**config.mk**
```make
export PLATFORM = sky130hd
export DESIGN_NAME = seven_segment_scan_decoder
export DESIGN_NICKNAME = d
export VERILOG_FILES = /design/src/rtl/seven_segment_scan_decoder.sv
export SDC_FILE = /design/constraint.sdc
export NUM_CORES = 1
export LEC_CHECK = 0
export BUFFER_PORTS_ARGS = -buffer_cell sky130_fd_sc_hd__clkbuf_2
export CAP_MARGIN = 10
export CELL_PAD_IN_SITES_DETAIL_PLACEMENT = 1
export CELL_PAD_IN_SITES_GLOBAL_PLACEMENT = 1
export CORE_MARGIN = 4
export CORE_UTILIZATION = 45
export DETAILED_ROUTE_END_ITERATION = 10
export MAX_ROUTING_LAYER = met4
export PLACE_DENSITY = 0.9
export SLEW_MARGIN = 0
export SYNTH_ARGS = -nofsm -noshare
export SYNTH_HDL_FRONTEND = slang
export SYNTH_SLANG_ARGS = --single-unit
```
**constraint.sdc**
```tcl
create_clock -name clk -period 6.4 [get_ports clk]
set_input_delay 1.28 -clock clk [delete_from_list [all_inputs] [get_ports clk]]
set_output_delay 1.28 -clock clk [all_outputs]
set_load 0.05 [all_outputs]
```
**src/rtl/seven_segment_scan_decoder.sv**
```systemverilog
// seven_segment_scan_decoder
//
// Read-back monitor for a multiplexed seven-segment display bus. Each scanned
// digit must hold one pattern for STABLE_CYCLES consecutive samples. The
// pattern is then decoded to a hex nibble and stored in a per-digit register.
// Illegal patterns are flagged. A pulse marks each frame in which every digit
// has been captured at least once.
//
// Parameters:
//   NUM_DIGITS     number of scanned digits (1..8)
//   STABLE_CYCLES  identical samples required before a capture (>=1)
//
// Optional build macro:
//   SEG_SYNC_EN    puts a 2-flop synchronizer on segments/digit_en ahead of
//                  the input stage. Every latency grows by 2 cycles.
//
// Ports:
//   clk         system clock, rising edge
//   rst_n       asynchronous active-low reset
//   segments    segment lines a..g on bits 6..0, active-high
//   digit_en    one-hot digit enables, active-high
//   clear       synchronous clear of valid/err/seen; forces re-settle
//   digits      decoded nibbles, digit i at [4i+3:4i]
//   valid       digit i holds a legally decoded value
//   err         last capture of digit i was an illegal pattern
//   update      one-cycle pulse per capture
//   update_idx  index of the digit captured with update
//   frame_done  pulse on the capture that completes the seen mask
module seven_segment_scan_decoder #(
  parameter int NUM_DIGITS    = 4,
  parameter int STABLE_CYCLES = 4,
  localparam int IDX_W = (NUM_DIGITS > 1) ? $clog2(NUM_DIGITS) : 1
) (
  input  logic                    clk,
  input  logic                    rst_n,
  input  logic [6:0]              segments,
  input  logic [NUM_DIGITS-1:0]   digit_en,
  input  logic                    clear,
  output logic [4*NUM_DIGITS-1:0] digits,
  output logic [NUM_DIGITS-1:0]   valid,
  output logic [NUM_DIGITS-1:0]   err,
  output logic                    update,
  output logic [IDX_W-1:0]        update_idx,
  output logic                    frame_done
);

  localparam int CNT_W = $clog2(STABLE_CYCLES + 1);
  localparam logic [CNT_W-1:0] CNT_FULL = CNT_W'(STABLE_CYCLES);
  localparam logic [CNT_W-1:0] CNT_ONE  = CNT_W'(1);

  typedef enum logic [1:0] {IDLE, SETTLE, HOLD} state_t;

  // Returns {legal, nibble}.
  function automatic logic [4:0] decode(input logic [6:0] p);
    case (p)
      7'h7E:   decode = {1'b1, 4'h0};
      7'h30:   decode = {1'b1, 4'h1};
      7'h6D:   decode = {1'b1, 4'h2};
      7'h79:   decode = {1'b1, 4'h3};
      7'h33:   decode = {1'b1, 4'h4};
      7'h5B:   decode = {1'b1, 4'h5};
      7'h5F:   decode = {1'b1, 4'h6};
      7'h70:   decode = {1'b1, 4'h7};
      7'h7F:   decode = {1'b1, 4'h8};
      7'h73:   decode = {1'b1, 4'h9};
      7'h77:   decode = {1'b1, 4'hA};
      7'h1F:   decode = {1'b1, 4'hB};
      7'h4E:   decode = {1'b1, 4'hC};
      7'h3D:   decode = {1'b1, 4'hD};
      7'h4F:   decode = {1'b1, 4'hE};
      7'h47:   decode = {1'b1, 4'hF};
      default: decode = 5'h00;
    endcase
  endfunction

  logic [6:0]            seg_in;
  logic [NUM_DIGITS-1:0] en_in;

`ifdef SEG_SYNC_EN
  logic [6:0]            seg_s1_reg, seg_s2_reg;
  logic [NUM_DIGITS-1:0] en_s1_reg, en_s2_reg;

  always_ff @(posedge clk or negedge rst_n) begin
    if (!rst_n) begin
      seg_s1_reg <= '0;
      seg_s2_reg <= '0;
      en_s1_reg  <= '0;
      en_s2_reg  <= '0;
    end else begin
      seg_s1_reg <= segments;
      seg_s2_reg <= seg_s1_reg;
      en_s1_reg  <= digit_en;
      en_s2_reg  <= en_s1_reg;
    end
  end

  assign seg_in = seg_s2_reg;
  assign en_in  = en_s2_reg;
`else
  assign seg_in = segments;
  assign en_in  = digit_en;
`endif

  // Input stage plus a copy of the previous sample for the stability compare.
  logic [6:0]            seg_q, seg_p;
  logic [NUM_DIGITS-1:0] en_q, en_p;

  always_ff @(posedge clk or negedge rst_n) begin
    if (!rst_n) begin
      seg_q <= '0;
      en_q  <= '0;
      seg_p <= '0;
      en_p  <= '0;
    end else begin
      seg_q <= seg_in;
      en_q  <= en_in;
      seg_p <= seg_q;
      en_p  <= en_q;
    end
  end

  logic one_hot, same;
  assign one_hot = (en_q != '0) && ((en_q & (en_q - 1'b1)) == '0);
  assign same    = one_hot && (seg_q == seg_p) && (en_q == en_p);

  state_t           state_reg, state_next;
  logic [CNT_W-1:0] cnt_reg, cnt_next;
  logic             capture;

  // The capture is taken on the same edge at which the count reaches
  // STABLE_CYCLES, so the update pulse is visible STABLE_CYCLES+1 cycles after
  // the pair first appears on the inputs.
  always_comb begin
    state_next = state_reg;
    cnt_next   = cnt_reg;
    capture    = 1'b0;
    case (state_reg)
      IDLE: begin
        cnt_next = '0;
        if (one_hot) begin
          state_next = SETTLE;
          cnt_next   = CNT_ONE;
        end
      end
      SETTLE: begin
        if (!one_hot) begin
          state_next = IDLE;
          cnt_next   = '0;
        end else if (same) begin
          cnt_next = (cnt_reg == CNT_FULL) ? cnt_reg : cnt_reg + 1'b1;
        end else begin
          cnt_next = CNT_ONE;
        end
      end
      HOLD: begin
        if (!one_hot) begin
          state_next = IDLE;
          cnt_next   = '0;
        end else if (!same) begin
          state_next = SETTLE;
          cnt_next   = CNT_ONE;
        end
      end
      default: begin
        state_next = IDLE;
        cnt_next   = '0;
      end
    endcase
    if (state_next == SETTLE && cnt_next == CNT_FULL) begin
      capture    = 1'b1;
      state_next = HOLD;
    end
  end

  logic [IDX_W-1:0] cap_idx;
  always_comb begin
    cap_idx = '0;
    for (int k = 0; k < NUM_DIGITS; k++) begin
      if (en_q[k]) cap_idx = IDX_W'(k);
    end
  end

  logic [NUM_DIGITS-1:0] seen_reg;
  logic                  update_reg, frame_done_reg;
  logic [IDX_W-1:0]      update_idx_reg;

  always_ff @(posedge clk or negedge rst_n) begin
    if (!rst_n) begin
      state_reg      <= IDLE;
      cnt_reg        <= '0;
      seen_reg       <= '0;
      update_reg     <= 1'b0;
      update_idx_reg <= '0;
      frame_done_reg <= 1'b0;
    end else if (clear) begin
      state_reg      <= IDLE;
      cnt_reg        <= '0;
      seen_reg       <= '0;
      update_reg     <= 1'b0;
      frame_done_reg <= 1'b0;
    end else begin
      state_reg      <= state_next;
      cnt_reg        <= cnt_next;
      update_reg     <= capture;
      frame_done_reg <= 1'b0;
      if (capture) begin
        update_idx_reg <= cap_idx;
        // The completing digit is not carried into the next frame.
        if ((seen_reg | en_q) == '1) begin
          seen_reg       <= '0;
          frame_done_reg <= 1'b1;
        end else begin
          seen_reg <= seen_reg | en_q;
        end
      end
    end
  end

  assign update     = update_reg;
  assign update_idx = update_idx_reg;
  assign frame_done = frame_done_reg;

  logic [4:0] dec;
  assign dec = decode(seg_q);

  for (genvar gi = 0; gi < NUM_DIGITS; gi++) begin : g_digit
    logic [3:0] nib_reg;
    logic       valid_reg, err_reg;

    // An illegal pattern keeps the previous nibble and only flips the flags.
    always_ff @(posedge clk or negedge rst_n) begin
      if (!rst_n) begin
        nib_reg   <= '0;
        valid_reg <= 1'b0;
        err_reg   <= 1'b0;
      end else if (clear) begin
        valid_reg <= 1'b0;
        err_reg   <= 1'b0;
      end else if (capture && en_q[gi]) begin
        if (dec[4]) begin
          nib_reg   <= dec[3:0];
          valid_reg <= 1'b1;
          err_reg   <= 1'b0;
        end else begin
          valid_reg <= 1'b0;
          err_reg   <= 1'b1;
        end
      end
    end

    assign digits[4*gi +: 4] = nib_reg;
    assign valid[gi]         = valid_reg;
    assign err[gi]           = err_reg;
  end

endmodule

```
==> results of run 1 <==
==> cell type report <==
class                   count  area, um2  area share
flip-flops and latches     59       1480       0.454
repair buffers             42        213      0.0654
clock inverters             6       66.3      0.0204
multi-input cells         171       1230       0.379
well taps                  77       96.3      0.0296
clock buffers              10        128      0.0393
inverters                  10       38.8      0.0119
==> how the worst min path moves through the flow <==
stage	start	to	slack (ps)	cells past startpoint
2_1_floorplan	en_q[0]	en_p[0]	350	0
3_3_place_gp	g_digit[1].nib_reg[2]	g_digit[1].nib_reg[2]	490	1
3_5_place_dp	g_digit[3].nib_reg[1]	g_digit[3].nib_reg[1]	500	1
4_1_cts	g_digit[1].nib_reg[0]	g_digit[1].nib_reg[0]	520	1
5_1_grt	g_digit[1].nib_reg[0]	g_digit[1].nib_reg[0]	540	1
6_report	g_digit[1].nib_reg[0]	g_digit[1].nib_reg[0]	510	1
==> report_power, final <==
group	internal, W	switching [W]	total [W]
Combinational	0.0000182	0.0000279	0.0000461
Clock	0.000180	0.000155	0.000334
Sequential	0.000380	0.0000178	0.000398
Total	0.000578	0.000200	0.000779
==> layer usage <==
layer,global-route usage,vias up
met3,0.0438,21
met4,0.0962,0
li1,-,974
met1,0.233,1039
met5,-,-
met2,0.346,49
==> synth_stat cells (5+ instances only) <==
library cell	n	area share
a21boi_0	5	0.013
a21oi_1	19	0.033
buf_2	8	0.014
buf_4	10	0.026
dfrtp_1	59	0.51
inv_1	9	0.012
mux2_2	11	0.043
nand2_1	20	0.026
nand3_1	7	0.012
nor2_1	14	0.018
nor3_1	6	0.010
o21ai_0	5	0.0086
xnor2_1	12	0.036
==> metrics by stage <==
stage / power (W) / cells / hold slack (ps)
after floorplan: 0.000431 / 263 / 349
after global placement: 0.000447 / 359 / 494
after detailed placement: 0.000451 / 359 / 503
after CTS: 0.000786 / 375 / 519
after global routing: 0.000809 / 375 / 539
final: 0.000779 / 375 / 514
==> kinds of logic (layout without fill, tap and decap cells) <==
logic type,count (synthesis),count (layout)
compound gates,48,48
xor+xnor,13,13
fa+ha+maj,2,2
buf+inv,33,68
flops,59,59
mux,16,16
simple gates,92,92
==> cells in the final DEF (no fill, tap or decap), types with 2 or more instances in the layout <==
master,instances
dfrtp_1,59
clkbuf_2,41
nand2_1,20
a21oi_1,19
nor2_1,14
xnor2_1,12
mux2_2,11
inv_1,9
clkbuf_8,9
nand3_1,7
nor3_1,6
a21boi_0,5
o21ai_0,5
o22ai_1,4
nor4_1,4
nand3_4,4
mux2_4,4
or2_1,4
nor3b_1,4
nand2b_1,3
and3_1,3
clkinvlp_4,3
nor2b_1,2
nand4_1,2
clkinv_2,2
nand3b_1,2
or4b_1,2
a31oi_1,2
o211ai_1,2
ha_1,2
==> impl_metrics.csv, run 1 <==
group,metric,value,unit
sta,tightest_slew,793,ps
floorplan,io_pins,42,
yosys,async_flop_share,1.00,
cts,htreeDepth,3,
global_route,gr-usage-all-layers,0.205,
status,status,"finished clean",
final_layout,diodes,0,
final_layout,post-route-util,0.515,
sta,relSlewSlack,0.466,
yosys,synth_mux_area_frac,0.0671,
flow_run,maxCapViolCount,0,
floorplan,start_util,0.461,
placement,port_buffers,41,
power_and_ir_drop,peakVddDrop,0.000110,V
setup_path,cp-start-kind,"flip-flop",
yosys,synthAdderAreaFrac,0.00860,
final_layout,largest_reg_flops,16,
setup_path,reg2reg_slack,3550,ps
yosys,synth-edff-count,0,
setup_path,slowest_delay,530,ps
sta,final_hold_viol_count,0,
cts,cts_max_path_buffers,2,
sta,rsz0062_at_grt,"false",
detailed_routing,drcViolationCount,0,
yosys,synth_xor_area_frac,0.0391,
placement,place.gp.congestion,0.822,
detailed_routing,routed_wl,7060,um
yosys,synth_top_family_by_area,"simple AND/OR/NAND/NOR gates",
final_layout,drive_above_1_share,0.295,
sta,finalSetupViolations,0,
setup_path,r2r-end,"g_digit[2].nib_reg[2]",
final_layout,nets,309,
global_route,gr-total-overflow,0,
setup_path,end_kind,"flip-flop",
setup_path,worstPathRequired,6600,ps
cts,cts_sinks,59,
setup_path,cp.depth,8,
setup_path,endpoint,"g_digit[2].nib_reg[2]",
final_layout,area_delta_synth_final,11.7,%
detailed_routing,routed-via-count,2083,
global_route,grt_max_degree,60,
placement,post-dp-hpwl,5000,um
final_layout,stdcell_area,3250,um2
setup_path,path_class,"reg2reg",
floorplan,dieArea,7820,um2
sta,fmax,351,MHz
floorplan,die_y,88.4,um
floorplan,rows,29,
detailed_routing,antenna_left,0,
cts,numCtsBuffers,9,
sta,min_period,2850,ps
global_route,antenna_found_initial,0,
floorplan,core_area,6310,um2
yosys,synth_ff_type,"dfrtp_1",
yosys,syn_avg_cell_area,11.1,um2
yosys,yosysUniqueCellTypes,61,
detailed_routing,top_layer,"met4",
global_route,grt_pass1_vias,2305,
hold_path,hold_path.class,"reg2reg",
detailed_routing,met2_length,3670,um
setup_path,crit_family,"simple AND/OR/NAND/NOR gates",
setup_path,cp_cell_sequence,"inv_1, ha_1, and3b_1, or4_4, clkinv_2, and4_1, nand3_4, mux2_1",
yosys,ys_seq_elements,59,
power_and_ir_drop,power.density,240,nW/um2
detailed_routing,first_pass_iters,4,
sta,fin_ws,3550,ps
yosys,syn_area,2910,um2
detailed_routing,met1_length,2850,um
yosys,yosysSeqAreaShare,0.507,
detailed_routing,wl_met3,307,um
setup_path,reg2reg_depth,8,
sta,tns,0,ps
sta,period_share,0.445,
placement,dpl-instance-area,3060,um2
placement,dp_slack,3440,ps
cts,root_buffer,"clkbuf_8",
detailed_routing,wl_per_cell,18.8,um
cts,postCtsResizedCells,0,
cts,post_cts_buffers,0,
yosys,synth_nets,279,
sta,drv_slew,0,
sta,fin_skew,7.98,ps
cts,clock_latency,330,ps
setup_path,r2r_start,"cnt_reg[0]",
yosys,yosys.area_share.simple,0.201,
power_and_ir_drop,power.leakage,1.49,nW
cts,cts_tree,"yes",
detailed_routing,first_iter_violations,103,
setup_path,cp.arrival,3050,ps
setup_path,cp_slowest_cell,"or4_4",
detailed_routing,routed_via_density,5.55,
cts,clk_pin_slew,70,ps
yosys,yosys_warnings,0,
cts,cts.hold.buffers_added,0,
yosys,syn-instance-count,263,
setup_path,crit_path_max_fanout,8,
final_layout,fillers,710,
floorplan,die_w,88.4,um
setup_path,startpoint,"cnt_reg[0]",
global_route,grt_pass1_wl,11600,um
setup_path,path_buf_inv,2,
yosys,synth_compound_area_frac,0.108,
No activity file was read; power rests on OpenSTA's default activity.
==> run 2: changes to the inputs <==
--- a/config.mk
+++ b/config.mk
@@ -10,10 +10,10 @@
 export CELL_PAD_IN_SITES_DETAIL_PLACEMENT = 1
 export CELL_PAD_IN_SITES_GLOBAL_PLACEMENT = 1
 export CORE_MARGIN = 4
-export CORE_UTILIZATION = 45
+export CORE_UTILIZATION = 40
 export DETAILED_ROUTE_END_ITERATION = 10
 export MAX_ROUTING_LAYER = met4
-export PLACE_DENSITY = 0.9
+export PLACE_DENSITY = 0.86
 export SLEW_MARGIN = 0
 export SYNTH_ARGS = -nofsm -noshare
 export SYNTH_HDL_FRONTEND = slang
==> constraint.sdc (replaced) <==
create_clock -name clk -period 2.48 [get_ports clk]
set_input_delay 0.496 -clock clk [delete_from_list [all_inputs] [get_ports clk]]
set_output_delay 0.496 -clock clk [all_outputs]
set_load 0.05 [all_outputs]
==> run 2 against run 1 <==
Compared with the run above: largest power group unchanged; via count up 7.4%; critical path depth up 1; final cell count up 8.5%; non-clock buffer count up 14; first-iteration DRC count down 27%; fmax up 17%.
==> impl_metrics.csv, run 2 (synthesis results as in run 1) <==
group,metric,value,unit
final_layout,final_common_cell,"dfrtp_1",
final_layout,fillers,790,
placement,post-dp-hpwl,5350,um
detailed_routing,routed-via-count,2238,
final_layout,drive_above_1_share,0.347,
floorplan,die_y,93.3,um
cts,htreeDepth,3,
sta,worst_hold_slack,95.0,ps
power_and_ir_drop,power.density,594,nW/um2
setup_path,cp-start-kind,"flip-flop",
sta,relSlewSlack,0.583,
placement,port_buffers,41,
global_route,gr-total-overflow,0,
setup_path,worstPathRequired,2700,ps
setup_path,crit_path_max_fanout,8,
detailed_routing,routed_wl,7430,um
setup_path,cp_slowest_cell,"or4_4",
cts,clk_pin_slew,60,ps
final_layout,mostFrequentLayoutCells,"dfrtp_1, clkbuf_2, nand2_1",
final_layout,diodes,0,
setup_path,path_buf_inv,3,
final_layout,post-route-util,0.494,
global_route,gr-usage-all-layers,0.188,
detailed_routing,wl_per_cell,18.3,um
sta,final_hold_viol_count,0,
floorplan,io_pins,42,
floorplan,dieArea,8700,um2
hold_path,hold_path.class,"in2async",
global_route,grt_pass1_vias,2414,
floorplan,rows,30,
sta,fin_skew,11.9,ps
final_layout,multiInputGateArea,1260,um2
final_layout,nets,323,
setup_path,end_kind,"flip-flop",
global_route,antenna_found_initial,0,
sta,tightest_slew,618,ps
sta,drv_slew,0,
power_and_ir_drop,total_power,0.00204,W
final_layout,largest_reg_flops,16,
detailed_routing,routed_via_density,5.50,
final_layout,area_delta_synth_final,18.0,%
setup_path,cp.arrival,2660,ps
detailed_routing,drcViolationCount,0,
sta,min_period,2440,ps
cts,clock_latency,340,ps
floorplan,start_util,0.419,
cts,numCtsBuffers,9,
final_layout,seqCellArea,1480,um2
sta,period_share,0.982,
cts,root_buffer,"clkbuf_8",
sta,tns,0,ps
cts,cts_sinks,59,
floorplan,die_w,93.3,um
sta,fmax,411,MHz
final_layout,stdcell_area,3430,um2
setup_path,slowest_delay,450,ps
global_route,grt_pass1_wl,12200,um
status,status,"finished clean",
setup_path,path_class,"reg2reg",
setup_path,cp_cell_sequence,"inv_1, ha_4, or2b_1, or4_4, clkinv_2, and4_4, buf_12, nand3_4, mux2_4",
floorplan,core_area,6940,um2
power_and_ir_drop,power.leakage,1.58,nW
detailed_routing,first_iter_violations,75,
detailed_routing,first_pass_iters,4,
setup_path,reg2reg_slack,40,ps
flow_run,maxCapViolCount,0,
detailed_routing,antenna_left,0,
power_and_ir_drop,peakVddDrop,0.000445,V
sta,finalSetupViolations,0,
setup_path,crit_family,"simple AND/OR/NAND/NOR gates",
cts,cts_tree,"yes",
placement,dpl-instance-area,3200,um2
global_route,grt_max_degree,44,
placement,place.gp.congestion,0.866,
cts,cts_max_path_buffers,2,
==> run 2: cell type report <==
class                           count  area share
Clock buffer                       13      0.0463
Clock inverter                      2      0.0102
Inverter                           10      0.0113
Multi-Input combinational cell    171       0.366
Sequential cell                    59       0.431
Tap cell                           96      0.0350
Timing Repair Buffer               56      0.0999
==> run 2: worst register-to-register path, stage by stage (launching register included) <==
cell and delay [ps]:
dfrtp_1 410, inv_1 140, ha_4 220, or2b_1 230, or4_4 450, clkinv_2 70
and4_4 230, buf_12 140, nand3_4 110, mux2_4 330
==> run 2: where the power goes <==
group,leakage (nW),switching [W],internal (W)
Combinational,0.707,0.0000811,0.0000574
Sequential,0.770,0.0000410,0.000983
Clock,0.0995,0.000365,0.000513
Total,1.58,0.000487,0.00155
==> run 2: final timing paths <==
path / startpoint / endpoint / depth (start not counted)
hold / removal: rst_n / en_q[2] / 1
max in group asynchronous: rst_n / cnt_reg[2] / 2
setup reg to reg: cnt_reg[0] / g_digit[2].nib_reg[2] / 9
min in group clk: segments[1] / seg_q[1] / 1
hold reg to reg: g_digit[1].nib_reg[3] / g_digit[1].nib_reg[3] / 1
setup / recovery: cnt_reg[0] / g_digit[2].nib_reg[2] / 9
==> run 2: metal layers <==
layer | routed length, um | GRT usage
met1 | 3090 | 0.222
met2 | 3760 | 0.301
met3 | 362 | 0.0611
met4 | 213 | 0.0672
met5 | 0 | -
==> run 2: stage by stage <==
| stage | setup WS, ps | cells |
|---|---|---|
| final | 44.5 | 407 |
| after global routing | -35.3 | 407 |
| after CTS | 19.4 | 406 |
| after detailed placement | 22.7 | 390 |
| after global placement | 113 | 390 |
| after floorplan | 183 | 263 |
==> run 2: repair_timing <==
item / CTS / global route
setup buffers: 1 / 1
pin swaps: 0 / 1
setup endpoints to repair: 1 / 24
endpoints found under the hold margin: 0 / 0
hold buffers: 0 / 0
resized for setup: 1 / 8
==> run 3: changes to the inputs <==
--- a/config.mk
+++ b/config.mk
@@ -5,15 +5,16 @@
 export SDC_FILE = /design/constraint.sdc
 export NUM_CORES = 1
 export LEC_CHECK = 0
+export ABC_AREA = 1
 export BUFFER_PORTS_ARGS = -buffer_cell sky130_fd_sc_hd__clkbuf_2
 export CAP_MARGIN = 10
 export CELL_PAD_IN_SITES_DETAIL_PLACEMENT = 1
 export CELL_PAD_IN_SITES_GLOBAL_PLACEMENT = 1
 export CORE_MARGIN = 4
-export CORE_UTILIZATION = 40
+export CORE_UTILIZATION = 39
 export DETAILED_ROUTE_END_ITERATION = 10
 export MAX_ROUTING_LAYER = met4
-export PLACE_DENSITY = 0.86
+export PLACE_DENSITY = 0.87
 export SLEW_MARGIN = 0
 export SYNTH_ARGS = -nofsm -noshare
 export SYNTH_HDL_FRONTEND = slang
==> run 3 against run 2 <==
Compared with the run above: sequential power hardly changed; sequential share of layout area is 3.9 points lower; routed wire length is 22% higher; clock power is 12% higher; critical path type unchanged.
==> impl_metrics.csv, run 3 <==
group,metric,value,unit
status,status,"finished clean",
yosys,async_flop_share,1.00,
power_and_ir_drop,power.density,585,nW/um2
sta,relSlewSlack,0.613,
yosys,syn-instance-count,397,
setup_path,slowest_delay,430,ps
setup_path,end_kind,"flip-flop",
detailed_routing,antenna_left,0,
setup_path,path_buf_inv,2,
floorplan,die_w,99.5,um
global_route,gr-usage-all-layers,0.205,
final_layout,area_delta_synth_final,15.5,%
sta,tightest_slew,576,ps
sta,drv_slew,0,
floorplan,dieArea,9900,um2
final_layout,nets,454,
final_layout,diodes,0,
cts,cts_tree,"yes",
detailed_routing,first_pass_iters,5,
yosys,synth_area_leader_cell,"dfrtp_1",
yosys,synth-edff-count,0,
sta,worst_hold_slack,140,ps
setup_path,crit_path_max_fanout,10,
yosys,synth_top_cell_area_share,0.452,
cts,root_buffer,"clkbuf_8",
final_layout,drive_above_1_share,0.257,
yosys,synthAdderAreaFrac,0.00766,
placement,place.gp.congestion,0.895,
yosys,synth_top_cells_by_area,"dfrtp_1, nand2_1, nand3_1",
yosys,ys_seq_elements,59,
yosys,synth_xor_area_frac,0.00268,
yosys,synth_ff_type,"dfrtp_1",
global_route,antenna_found_initial,0,
final_layout,stdcell_area,3770,um2
sta,min_period,2290,ps
setup_path,path_class,"reg2reg",
placement,port_buffers,41,
placement,dpl-instance-area,3520,um2
detailed_routing,routed_wl,9080,um
cts,cts_max_path_buffers,2,
detailed_routing,routed-via-count,2854,
final_layout,mostFrequentLayoutCells,"nand2_1, dfrtp_1, clkbuf_2",
hold_path,hold_path.class,"in2async",
sta,finalSetupViolations,0,
power_and_ir_drop,peakVddDrop,0.000385,V
setup_path,cp-start-kind,"flip-flop",
yosys,yosys_warnings,0,
cts,clk_pin_slew,70,ps
setup_path,cp.arrival,2520,ps
cts,numCtsBuffers,9,
yosys,synth_nets,413,
detailed_routing,first_iter_violations,180,
final_layout,largest_reg_flops,16,
setup_path,path_common_cell,"nand2_1",
yosys,synth_compound_area_frac,0.0391,
cts,cts_sinks,59,
yosys,synth_mux_area_frac,0,
sta,fmax,436,MHz
cts,clock_latency,340,ps
sta,fin_skew,8.59,ps
setup_path,cp_slowest_cell,"dfrtp_2",
yosys,syn_area,3270,um2
yosys,synthTopCellsByCount,"nand2_1, dfrtp_1, nand3_1",
setup_path,cp_cell_sequence,"inv_2, nand2_1, nand2_1, nand2_1, nand2_2, nor2_4, nand4_1, nor2_1, nor2_1, nand2_1, nor2_4, buf_12, nand3_1, nand2_1",
cts,cts.hold.buffers_added,0,
global_route,grt_max_degree,41,
flow_run,maxCapViolCount,0,
yosys,yosysSeqAreaShare,0.452,
floorplan,core_area,8180,um2
detailed_routing,drcViolationCount,0,
setup_path,crit_family,"simple AND/OR/NAND/NOR gates",
cts,htreeDepth,3,
final_layout,fillers,1021,
floorplan,io_pins,42,
sta,period_share,0.925,
global_route,grt_pass1_wl,15600,um
yosys,yosysUniqueCellTypes,33,
global_route,gr-total-overflow,0,
floorplan,start_util,0.399,
power_and_ir_drop,power.leakage,2.06,nW
floorplan,rows,33,
detailed_routing,wl_per_cell,16.6,um
final_layout,final_common_cell,"nand2_1",
setup_path,worstPathRequired,2700,ps
yosys,yosysMostFrequentCell,"nand2_1",
detailed_routing,routed_via_density,5.21,
yosys,yosys.area_share.simple,0.403,
sta,final_hold_viol_count,0,
floorplan,die_y,99.5,um
yosys,synth_top_family_by_area,"simple AND/OR/NAND/NOR gates",
yosys,syn_avg_cell_area,8.23,um2
placement,post-dp-hpwl,6510,um
global_route,grt_pass1_vias,3115,
==> run 3: changes by cell type in the layout (fill, tap and decap cells not counted), moves of 11 or more <==
cell / before / now
nand2_1: 20 / 121
nand3_1: 7 / 35
nand4_1: 2 / 28
inv_1: 9 / 32
inv_2: 0 / 14
a21oi_1: 18 / 6
nor2_1: 13 / 25
xnor2_1: 12 / 0
mux2_2: 11 / 0
==> run 3: logic make-up (layout without fill, tap and decap cells) <==
group	count (synthesis)	count (layout)
AND/OR/NAND/NOR	248	249
buffers and inverters	65	110
flip-flops	59	59
AO/OA/AOI/OAI	22	22
adder cells (fa/ha/maj)	2	2
XOR/XNOR	1	1
==> run 3: final timing paths <==
path	from	end	slack, ps	cells after the start
worst max register to register	en_q[2]	g_digit[0].err_reg	190	14
max in group asynchronous	rst_n	g_digit[2].valid_reg	1720	2
worst min-delay path	rst_n	en_p[0]	140	1
min in group clk	digit_en[2]	en_q[2]	250	1
worst max-delay path	en_q[2]	g_digit[0].err_reg	190	14
worst min register to register	seg_q[0]	seg_p[0]	460	0
==> run 3: timing repair <==
item | CTS | global route
buffers inserted | 0 | 1
setup endpoints to repair | 0 | 22
resized for setup | 0 | 3
==> run 3: layout make-up <==
class | instances | area, um2 | share of cell area
clock inverter | 4 | 73.8 | 0.0196
sequential | 59 | 1480 | 0.392
timing repair buffer | 48 | 283 | 0.0750
multi-input combinational | 274 | 1490 | 0.394
clock buffer | 12 | 145 | 0.0385
inverter | 46 | 173 | 0.0458
tap | 105 | 131 | 0.0348
==> run 3: worst reg2reg max path, stage by stage (launching register included) <==
cell	delay [ps]
dfrtp_2	430
inv_2	60
nand2_1	130
nand2_1	100
nand2_1	80
nand2_2	100
nor2_4	220
nand4_1	220
nor2_1	150
nor2_1	80
nand2_1	190
nor2_4	90
buf_12	150
nand3_1	80
nand2_1	80
==> run 3: report_power, final <==
group | switching [W] | internal [W] | total, W
clock | 0.000390 | 0.000594 | 0.000984
sequential | 0.0000250 | 0.000983 | 0.00101
combinational | 0.000158 | 0.0000564 | 0.000215
==> run 3: stage by stage <==
step / TNS [ps] / setup WS, ps / cells / utilization / power [W]
3_5_place_dp: 0 / 103 / 530 / 0.431 / 0.00124
3_3_place_gp: 0 / 149 / 530 / 0.431 / 0.00122
5_1_grt: -16.6 / -10.7 / 548 / 0.461 / 0.00231
4_1_cts: 0 / 54.6 / 546 / 0.457 / 0.00223
2_1_floorplan: 0 / 602 / 397 / - / 0.00116
6_report: 0 / 186 / 548 / 0.461 / 0.00221
==> run 3: metal layers <==
metal | up-vias | part of all wire | global-route usage
met3 | 15 | 0.030 | 0.0407
met1 | 1426 | 0.42 | 0.240
met5 | - | 0 | -
met4 | 0 | 0.018 | 0.0735
met2 | 49 | 0.53 | 0.350
li1 | 1364 | - | -
